==> src/rtl/apb_check_slave_if.sv <==
// APB completer-side bus bundle for apb_check_slave: select/enable/write/data in,
// ready and 1-bit parity result out.
interface apb_check_slave_if #(
  parameter int m = 8
) ();
  logic         PSEL;
  logic         PENABLE;
  logic         PWRITE;
  logic [m-1:0] PWDATA;
  logic         PREADY;
  logic         PRDATA;

  modport master (
    output PSEL, PENABLE, PWRITE, PWDATA,
    input  PREADY, PRDATA
  );

  modport slave (
    input  PSEL, PENABLE, PWRITE, PWDATA,
    output PREADY, PRDATA
  );
endinterface

==> src/rtl/apb_check_slave.sv <==
// APB completer: writes fill a DEPTH-entry FIFO drained by a valid/taken consumer,
// reads return head parity. Define APB_CHECK_WAIT_EN to insert WAIT_CYCLES wait states.
module apb_check_slave #(
  parameter int m           = 8,
  parameter int DEPTH       = 4,
  parameter int WAIT_CYCLES = 1
) (
  input  logic                       PCLK,
  input  logic                       PRESET,
  apb_check_slave_if.slave           apb,
  output logic [m-1:0]               o_data,
  output logic                       o_data_valid,
  input  logic                       i_data_taken,
  output logic [$clog2(DEPTH+1)-1:0] o_count
);
  localparam int AW = $clog2(DEPTH);
  localparam int CW = $clog2(DEPTH + 1);

  if (DEPTH < 2 || (DEPTH & (DEPTH - 1)) != 0 || WAIT_CYCLES < 0 || WAIT_CYCLES > 15) begin : g_bad_param
    $error("apb_check_slave: DEPTH must be a power of two >= 2 and WAIT_CYCLES in 0..15");
  end

  typedef enum logic [1:0] {
    ST_IDLE  = 2'd0,
    ST_WAIT  = 2'd1,
    ST_READY = 2'd2
  } state_t;

  state_t        state;
  logic [AW-1:0] wr_ptr;
  logic [AW-1:0] rd_ptr;
  logic [CW-1:0] count;
  logic [m-1:0]  mem [DEPTH];
  logic [m-1:0]  head;
  logic          full;
  logic          empty;
  logic          ready;
  logic          xfer_done;
  logic          push;
  logic          pop;

`ifdef APB_CHECK_WAIT_EN
  logic [3:0]    wait_cnt;
`endif

  assign full      = (count == CW'(DEPTH));
  assign empty     = (count == '0);
  assign head      = mem[rd_ptr];

  // Ready depends only on registered state, the registered occupancy and PWRITE.
  assign ready     = (state == ST_READY) && (!apb.PWRITE || !full);
  assign xfer_done = apb.PSEL && apb.PENABLE && ready;
  assign push      = xfer_done && apb.PWRITE;
  assign pop       = i_data_taken && !empty;

  assign apb.PREADY  = ready;
  assign apb.PRDATA  = ready && !apb.PWRITE && !empty && !(^head);
  assign o_data      = empty ? '0 : head;
  assign o_data_valid = !empty;
  assign o_count     = count;

  always_ff @(posedge PCLK or negedge PRESET) begin
    if (!PRESET) begin
      state <= ST_IDLE;
`ifdef APB_CHECK_WAIT_EN
      wait_cnt <= '0;
`endif
    end else begin
      unique case (state)
        ST_IDLE: begin
          // A setup phase is PSEL without PENABLE; a bare PENABLE is ignored.
          if (apb.PSEL && !apb.PENABLE) begin
`ifdef APB_CHECK_WAIT_EN
            if (WAIT_CYCLES == 0) begin
              state <= ST_READY;
            end else begin
              state    <= ST_WAIT;
              wait_cnt <= 4'(WAIT_CYCLES);
            end
`else
            state <= ST_READY;
`endif
          end
        end
`ifdef APB_CHECK_WAIT_EN
        ST_WAIT: begin
          if (!apb.PSEL) begin
            state <= ST_IDLE;
          end else begin
            wait_cnt <= wait_cnt - 4'd1;
            if (wait_cnt <= 4'd1) state <= ST_READY;
          end
        end
`endif
        ST_READY: begin
          if (!apb.PSEL || xfer_done) state <= ST_IDLE;
        end
        default: state <= ST_IDLE;
      endcase
    end
  end

  // ---- FIFO control: pointers and occupancy ----
  always_ff @(posedge PCLK or negedge PRESET) begin
    if (!PRESET) begin
      wr_ptr <= '0;
      rd_ptr <= '0;
      count  <= '0;
    end else begin
      if (push) wr_ptr <= wr_ptr + AW'(1);
      if (pop)  rd_ptr <= rd_ptr + AW'(1);
      if (push && !pop)      count <= count + CW'(1);
      else if (pop && !push) count <= count - CW'(1);
    end
  end

  // ---- FIFO storage: data only, no reset ----
  always_ff @(posedge PCLK) begin
    if (push) mem[wr_ptr] <= apb.PWDATA;
  end
endmodule

==> src/flat_wrapper.sv <==
// flat-port wrapper written by rule: the top's interface ports become plain ports
module apb_check_slave_flat 
#(
  parameter int m           = 8,
  parameter int DEPTH       = 4,
  parameter int WAIT_CYCLES = 1
)
  (PCLK, PRESET, o_data, o_data_valid, i_data_taken, o_count, apb_PSEL, apb_PENABLE, apb_PWRITE, apb_PWDATA, apb_PREADY, apb_PRDATA);
  apb_check_slave_if #(.m(m)) apb_i ();
  input  logic PCLK;
  input  logic PRESET;
  output logic [m-1:0] o_data;
  output logic o_data_valid;
  input  logic i_data_taken;
  output logic [$clog2(DEPTH+1)-1:0] o_count;
  input wire logic [$bits(apb_i.PSEL)-1:0] apb_PSEL;
  input wire logic [$bits(apb_i.PENABLE)-1:0] apb_PENABLE;
  input wire logic [$bits(apb_i.PWRITE)-1:0] apb_PWRITE;
  input wire logic [$bits(apb_i.PWDATA)-1:0] apb_PWDATA;
  output wire logic [$bits(apb_i.PREADY)-1:0] apb_PREADY;
  output wire logic [$bits(apb_i.PRDATA)-1:0] apb_PRDATA;
  assign apb_i.PSEL = apb_PSEL;
  assign apb_i.PENABLE = apb_PENABLE;
  assign apb_i.PWRITE = apb_PWRITE;
  assign apb_i.PWDATA = apb_PWDATA;
  assign apb_PREADY = apb_i.PREADY;
  assign apb_PRDATA = apb_i.PRDATA;
  apb_check_slave #(.m(m), .DEPTH(DEPTH), .WAIT_CYCLES(WAIT_CYCLES)) u_core (.PCLK(PCLK), .PRESET(PRESET), .apb(apb_i), .o_data(o_data), .o_data_valid(o_data_valid), .i_data_taken(i_data_taken), .o_count(o_count));
endmodule
==> config.mk <==
export PLATFORM = sky130hd
export DESIGN_NAME = apb_check_slave_flat
export DESIGN_NICKNAME = d
export VERILOG_FILES = /design/src/rtl/apb_check_slave_if.sv /design/src/rtl/apb_check_slave.sv /design/src/flat_wrapper.sv
export SDC_FILE = /design/constraint.sdc
export NUM_CORES = 1
export LEC_CHECK = 0
export ABC_CLOCK_PERIOD_IN_PS = 3700
export CAP_MARGIN = 25
export CELL_PAD_IN_SITES_DETAIL_PLACEMENT = 2
export CELL_PAD_IN_SITES_GLOBAL_PLACEMENT = 2
export CORE_AREA = 2 2 74 90
export CTS_BUF_LIST = sky130_fd_sc_hd__clkbuf_16
export DETAILED_ROUTE_END_ITERATION = 7
export DIE_AREA = 0 0 76 92
export PLACE_DENSITY_LB_ADDON = 0.1
export SYNTH_ARGS = -nofsm -noshare
export SYNTH_HDL_FRONTEND = slang
export SYNTH_SLANG_ARGS = --single-unit
==> constraint.sdc <==
create_clock -name PCLK -period 3.7 [get_ports PCLK]
set_input_delay 0.37 -clock PCLK [delete_from_list [all_inputs] [get_ports PCLK]]
set_output_delay 0.37 -clock PCLK [all_outputs]
set_load 0.01 [all_outputs]
Word-level counts from Yosys, hierarchy flattened
Memory sizes are Yosys's and may differ from the RTL's.
Index checks and enable logic that the tools add are counted.
{"block": "classes", "addsub": 4, "n_eq_ne": 4, "mux": 8, "n_reduce_logical": 26}
{"operator": "1-bit logical AND", "count": 11}
{"operator": "1-bit zero test", "count": 8}
{"operator": "8-bit 2-to-1 mux", "count": 1}
{"operator": "8-bit XOR reduction", "count": 1}
{"operator": "3-bit 2-to-1 mux", "count": 2}
{"operator": "2-bit by 1-bit adder with 2-bit output (second input constant)", "count": 2}
{"operator": "2-bit 2-to-1 mux", "count": 2}
{"operator": "2-bit case mux with 2 select lines", "count": 1}
{"operator": "3-bit by 1-bit adder with 3-bit output (second input constant)", "count": 1}
{"operator": "3-bit equality test (second input constant)", "count": 1}
{"operator": "3-bit zero test", "count": 1}
{"operator": "3-bit by 1-bit subtractor with 3-bit output (second input constant)", "count": 1}
{"operator": "2-bit equality test (second input constant)", "count": 1}
{"operator": "2-bit zero test", "count": 1}
{"operator": "1-bit logical OR", "count": 2}
{"operator": "1-bit 2-to-1 mux", "count": 2}
{"operator": "2-bit by 1-bit inequality test with 1-bit output (second input constant)", "count": 1}
{"operator": "2-bit inequality test (second input constant)", "count": 1}
{"operator": "2-bit AND reduction", "count": 1}
{"operator": "2-bit nonzero test", "count": 1}
{"block": "totals", "regBits": 9, "ramBits": 32, "input_bits": 14, "output_inout_bits": 14, "elab_cells": 47, "mem_count": 1}
{"name": "u_core.mem", "depth": 4, "width": 8, "rd": 1, "rd_clocked_by_memory_dff": 0, "write_ports": 1, "line_no": "apb_check_slave.sv:33", "rtl": "logic [m-1:0] mem [DEPTH];"}

Logic depth before layout (Yosys ltp)
{"block": "logic_depth", "ltp_word": 10, "depth_mapped": 10, "mapped_depth_nobuf": 9}

Worst setup path after synthesis
Ideal clock, no wire load.
{"block": "synth_timing", "path_type": "reg2reg", "start": "register u_core.count[0] (netlist: u_core.o_count[0])", "end": "register u_core.count[2] (netlist: u_core.o_count[2])", "setup_ns": 0.079, "arrival_ns": 2.255, "required_time_ns": 3.621, "slack_ns": 1.366, "path_stages_with_launch": 11, "n_path_buf": 1, "synth_period_minus_slack_ns": 2.334, "cell_sequence": "dfrtp_1 > nor2_1 > a31oi_1 > and4_1 > clkbuf_1 > ha_1 > inv_1 > fa_1 > xor2_1 > nor2_1 > xor2_1"}
{"block": "synth_via", "elab_chain_cells": 9, "word_cells_on_any_way": 18, "cone_classes": "2 x add/sub; 1 x eq/ne; 2 x mux; 13 x reduce/logical"}
{"item": "start: declaration", "line_no": "apb_check_slave.sv:32", "rtl": "logic [CW-1:0] count;"}
{"item": "start signal: assignment", "line_no": "apb_check_slave.sv:112", "rtl": "if (push && !pop) count <= count + CW'(1);"}
{"item": "start signal: assignment", "line_no": "apb_check_slave.sv:113", "rtl": "else if (pop && !push) count <= count - CW'(1);"}
{"item": "3-bit equality test *", "line_no": "apb_check_slave.sv:46", "rtl": "assign full = (count == CW'(DEPTH));"}
{"item": "1-bit zero test *", "line_no": "apb_check_slave.sv:51", "rtl": "assign ready = (state == ST_READY) && (!apb.PWRITE || !full);"}
{"item": "1-bit logical OR *", "line_no": "apb_check_slave.sv:51"}
{"item": "1-bit logical AND *", "line_no": "apb_check_slave.sv:51"}
{"item": "named net apb_PREADY", "line_no": "flat_wrapper.sv:20", "rtl": "output wire logic [$bits(apb_i.PREADY)-1:0] apb_PREADY;"}
{"item": "1-bit logical AND *", "line_no": "apb_check_slave.sv:52", "rtl": "assign xfer_done = apb.PSEL && apb.PENABLE && ready;"}
{"item": "1-bit logical AND *", "line_no": "apb_check_slave.sv:53", "rtl": "assign push = xfer_done && apb.PWRITE;"}
{"item": "named net u_core.push", "line_no": "apb_check_slave.sv:39", "rtl": "logic push;"}
{"item": "1-bit zero test", "line_no": "apb_check_slave.sv:113"}
{"item": "1-bit logical AND", "line_no": "apb_check_slave.sv:113"}
{"item": "2-bit nonzero test (no source line)"}
The timed path passes the listed nets; every way through them passes the cells marked *. The select of a mux whose other input is x is not followed.
A chain may end at the register's enable or synchronous reset.

Worst setup path after layout
{"block": "layout_timing", "start": "register u_core.rd_ptr[0]", "end": "output apb_PRDATA"}
{"block": "layout_via", "elab_chain_cells": 4}
{"item": "start: declaration", "line_no": "apb_check_slave.sv:31", "rtl": "logic [AW-1:0] rd_ptr;"}
{"item": "start signal: assignment", "line_no": "apb_check_slave.sv:111", "rtl": "if (pop) rd_ptr <= rd_ptr + AW'(1);"}
{"item": "memory read 4 x 8 bit"}
{"item": "8-bit XOR reduction", "line_no": "apb_check_slave.sv:57", "rtl": "assign apb.PRDATA = ready && !apb.PWRITE && !empty && !(^head);"}
{"item": "1-bit zero test", "line_no": "apb_check_slave.sv:57"}
{"item": "1-bit logical AND", "line_no": "apb_check_slave.sv:57"}
{"item": "end: declaration", "line_no": "flat_wrapper.sv:21", "rtl": "output wire logic [$bits(apb_i.PRDATA)-1:0] apb_PRDATA;"}
Every way passes these cells.

==> implementation parameters <==
Parameter                              Value

Critical path
  Critical-path top delay cell ... sky130_fd_sc_hd__dfrtp_1
  Sum of buffers and inverters on the critical path ... 1
  Kind of end point of the critical path ... output pin
  Crit-path leading delay family ... flip-flops
  Maximum cell stage delay along the critical path ... 0.66 ns
  Worst reg2reg endpoint ... u_core.o_count[2]
  Startpoint types ... register
  Launching point of the worst reg2reg path ... u_core.o_count[2]
  Data required time at the worst endpoint ... 3.33 ns
  Worst reg2reg path depth ... 8
  Worst EP arrival ... 2.95 ns
  Critical Setup Path Class ... reg -> out
  Peak fanout along the critical path ... 10
  R2R Setup Slk ... 1.29 ns
  CP Depth ... 6
  Crit-path most repeated cell ... sky130_fd_sc_hd__xnor2_1
  Cells traversed along the worst timing path ... mux4_1 > xnor2_1 > xnor2_1 > xnor2_1 > nor4b_2 > clkdlybuf4s50_1

Final layout
  Multi-input gate area ... 563.0 um2
  Final nets ... 150
  Layout filler cell count ... 621
  Antenna diode count ... 0
  Non-filler cells, final ... 216
  Share of post-route cells with drive strength above 1 ... 0.1069
  Combined flip-flop and latch cell area ... 1161 um2
  Area Growth Syn to Fin ... 28.01%

Clock tree
  Number of CTS-inserted buffers ... 5
  Number of buffers added to fix hold violations after cts ... 0
  Post-CTS repair timing setup buffer count ... 0
  CTS root buffer ... sky130_fd_sc_hd__clkbuf_16
  Level count of the clock H-tree ... 2
  CTS clock-pin slew for the worst setup and hold paths ... 0.06 ns
  Post-CTS sizing ... 0
  Skew-Pair Late Insertion Delay ... 0.28 ns
  Clk sinks ... 40
  Clock tree from TritonCTS ... done
  CTS max path bufs ... 2

STA
  Share of the clock period used by the worst path ... 0.8982
  Max frequency ... 0.3009 GHz
  Min cycle time layout ... 3.323 ns
  Post-route setup TNS ... 0 ns
  Unrepaired setup endpoints after global routing ... no
  Worst relative slew slack ... 0.6628
  Fin Clk Skew ... 0.003880 ns
  Final hold violations ... 0
  Number of endpoints failing setup at the final stage ... 0
  Slew @ Worst Pin ... 0.5058 ns
  Min setup slack post-route ... 0.3767 ns
  Number of slew-limit violations in the final report ... 0

Logic synthesis
  Synthesized instance count ... 100
  Area of the mapped netlist ... 1769 um2
  Post-synthesis register bit count ... 40
  Synth async-reset ratio ... 0.2000
  Most common flop cell mapped by yosys ... sky130_fd_sc_hd__edfxtp_1
  Warnings from Yosys ... 0
  Top cells by area in the synthesized netlist ... sky130_fd_sc_hd__edfxtp_1 (54%), sky130_fd_sc_hd__dfrtp_1 (11%), sky130_fd_sc_hd__mux4_1 (8.9%)
  Synthesized area per cell ... 17.69 um2
  Portion of the post-synthesis area used by sequential elements ... 0.6563
  Area fraction of the dominant cell type after synthesis ... 0.5431
  Post-synth EDFFs ... 32
  Cell type contributing the most total cell area after synthesis ... sky130_fd_sc_hd__edfxtp_1
  Number of distinct standard cells referenced by the synthesized netlist ... 25
  Number of nets in the synthesized netlist ... 120

Detailed routing
  Remaining DRCs ... 0
  Final routed wire length divided by cell count ... 15.71 um
  Number of vias per cell ... 4.273
  Total iterations of the first detailed-routing run ... 3
  Number of vias after detailed routing ... 923
  Final antenna-violating net count ... 0
  Final WL ... 3393 um
  1st-iter DRT viols ... 28

Die
  Initial Utilization ... 0.2851
  Placement Rows ... 32
  Horizontal extent of the die ... 76 um
  Die height ... 92 um
  Die ar. ... 6992 um2
  Boundary Pins ... 28
  Core area ... 6206 um2

Placed design
  Count of port buffers added during placement ... 27
  Placed cell count ... 208
  HPWL Detailed ... 2463 um
  RD Place Congestion ... 0.6238
  Worst setup slack before clock tree synthesis ... 0.5851 ns

Global routing
  Global-route wire length before repair ... 5575 um
  Initial antenna violation count ... 0
  Grt ovf ... 0
  All-layer global routing usage ... 0.1087
  Number of global-route vias before repair ... 1049
  Maximum number of pins on one net before global-route repair ... 15

Flow run
  # Max-Cap Violations ... 0

Power and ir drop
  Worst IR Drop VDD ... 197.8 uV
  Total power density per cell area ... 754.1 nW/um2
  LEAKAGE ... 0.7831 nW

Run status
  Result of the run ... completed

Hold path
  Hold Crit Class ... in -> async
flip-flops by register name (all words and copies together), names as in the netlist:
signal,cells
u_core.wr_ptr,2
u_core.rd_ptr,2
u_core.state,1
u_core.o_count,3
u_core.mem,32
worst reg2reg max path, stage by stage (launching register included):
cell	delay [ns]
sky130_fd_sc_hd__dfrtp_1	0.43
sky130_fd_sc_hd__or3_2	0.63
sky130_fd_sc_hd__nand2_1	0.17
sky130_fd_sc_hd__ha_1	0.22
sky130_fd_sc_hd__inv_1	0.06
sky130_fd_sc_hd__fa_1	0.39
sky130_fd_sc_hd__xor2_1	0.16
sky130_fd_sc_hd__nor2_1	0.12
sky130_fd_sc_hd__xor2_1	0.15
cell usage in the layout, fill, tap and decap left out, types with 2 or more instances in the layout:
master and count:
sky130_fd_sc_hd__edfxtp_1 32, sky130_fd_sc_hd__and2_1 11, sky130_fd_sc_hd__clkdlybuf4s50_1 27, sky130_fd_sc_hd__mux4_2 2
sky130_fd_sc_hd__xor2_1 3, sky130_fd_sc_hd__ha_1 5, sky130_fd_sc_hd__nor2_1 2, sky130_fd_sc_hd__xnor2_1 10
sky130_fd_sc_hd__nand2_1 2, sky130_fd_sc_hd__clkbuf_16 5, sky130_fd_sc_hd__clkinvlp_4 2, sky130_fd_sc_hd__dfrtp_1 8
sky130_fd_sc_hd__inv_1 4, sky130_fd_sc_hd__mux4_1 6
where the power goes:
group	internal (mW)	total [mW]	leakage, nW	switching [mW]
logic	0.396	0.668	0.335	0.273
registers	0.533	0.616	0.382	0.0831
clock network	0.250	0.423	0.0660	0.173
stage by stage:
stage                       util  total power [mW]  hold WS [ns]  instance area [um2]
after global routing      0.3649             1.820        0.4142                 2265
final                     0.3649             1.708        0.3926                 2265
after floorplan                -             1.049       0.07441                 1769
after global placement    0.3409             1.298        0.5316                 2116
after detailed placement  0.3409             1.320        0.5517                 2116
after CTS                 0.3649             1.748        0.4045                 2265
worst max path at each step:
stage	from	endpoint	slack [ns]
after floorplan	u_core.o_count[0]	u_core.o_count[2]	1.37
after global placement	u_core.rd_ptr[0]	apb_PRDATA	0.62
after detailed placement	u_core.rd_ptr[0]	apb_PRDATA	0.59
after CTS	u_core.rd_ptr[0]	apb_PRDATA	0.29
after global routing	u_core.rd_ptr[0]	apb_PRDATA	0.17
final	u_core.rd_ptr[0]	apb_PRDATA	0.38
final cells by class:
| cell class | instances | share of cell area |
|---|---|---|
| repair buffers | 27 | 0.1193 |
| clock inverters | 3 | 0.01050 |
| multi-input cells | 52 | 0.2486 |
| inverters | 4 | 0.006630 |
| clock buffers | 5 | 0.05525 |
| flip-flops and latches | 40 | 0.5127 |
| well taps | 85 | 0.04696 |
cell families after synthesis:
logic type | after synthesis | synth area share
mux | 9 | 0.1209
simple gates | 21 | 0.07568
buf+inv | 8 | 0.02545
xor+xnor | 13 | 0.06436
fa+ha+maj | 6 | 0.04668
compound gates | 3 | 0.01061
flops | 40 | 0.6563
cell usage after synthesis, types with 2 or more instances:
cell                       number
sky130_fd_sc_hd__edfxtp_1      32
sky130_fd_sc_hd__and2_1        11
sky130_fd_sc_hd__xnor2_1       10
sky130_fd_sc_hd__dfrtp_1        8
sky130_fd_sc_hd__mux4_1         6
sky130_fd_sc_hd__ha_1           5
sky130_fd_sc_hd__inv_1          4
sky130_fd_sc_hd__xor2_1         3
sky130_fd_sc_hd__buf_4          2
sky130_fd_sc_hd__mux4_2         2
sky130_fd_sc_hd__nand2_1        2
sky130_fd_sc_hd__nor2_1         2
layer usage:
layer / up-vias / global-route usage / routed length (um)
li1: 434 / - / -
met1: 465 / 0.1223 / 1483
met4: 0 / 0.04545 / 59
met3: 5 / 0.03937 / 148
met5: - / 0 / 0
met2: 19 / 0.1868 / 1702
No activity file was read; power rests on OpenSTA's default activity.
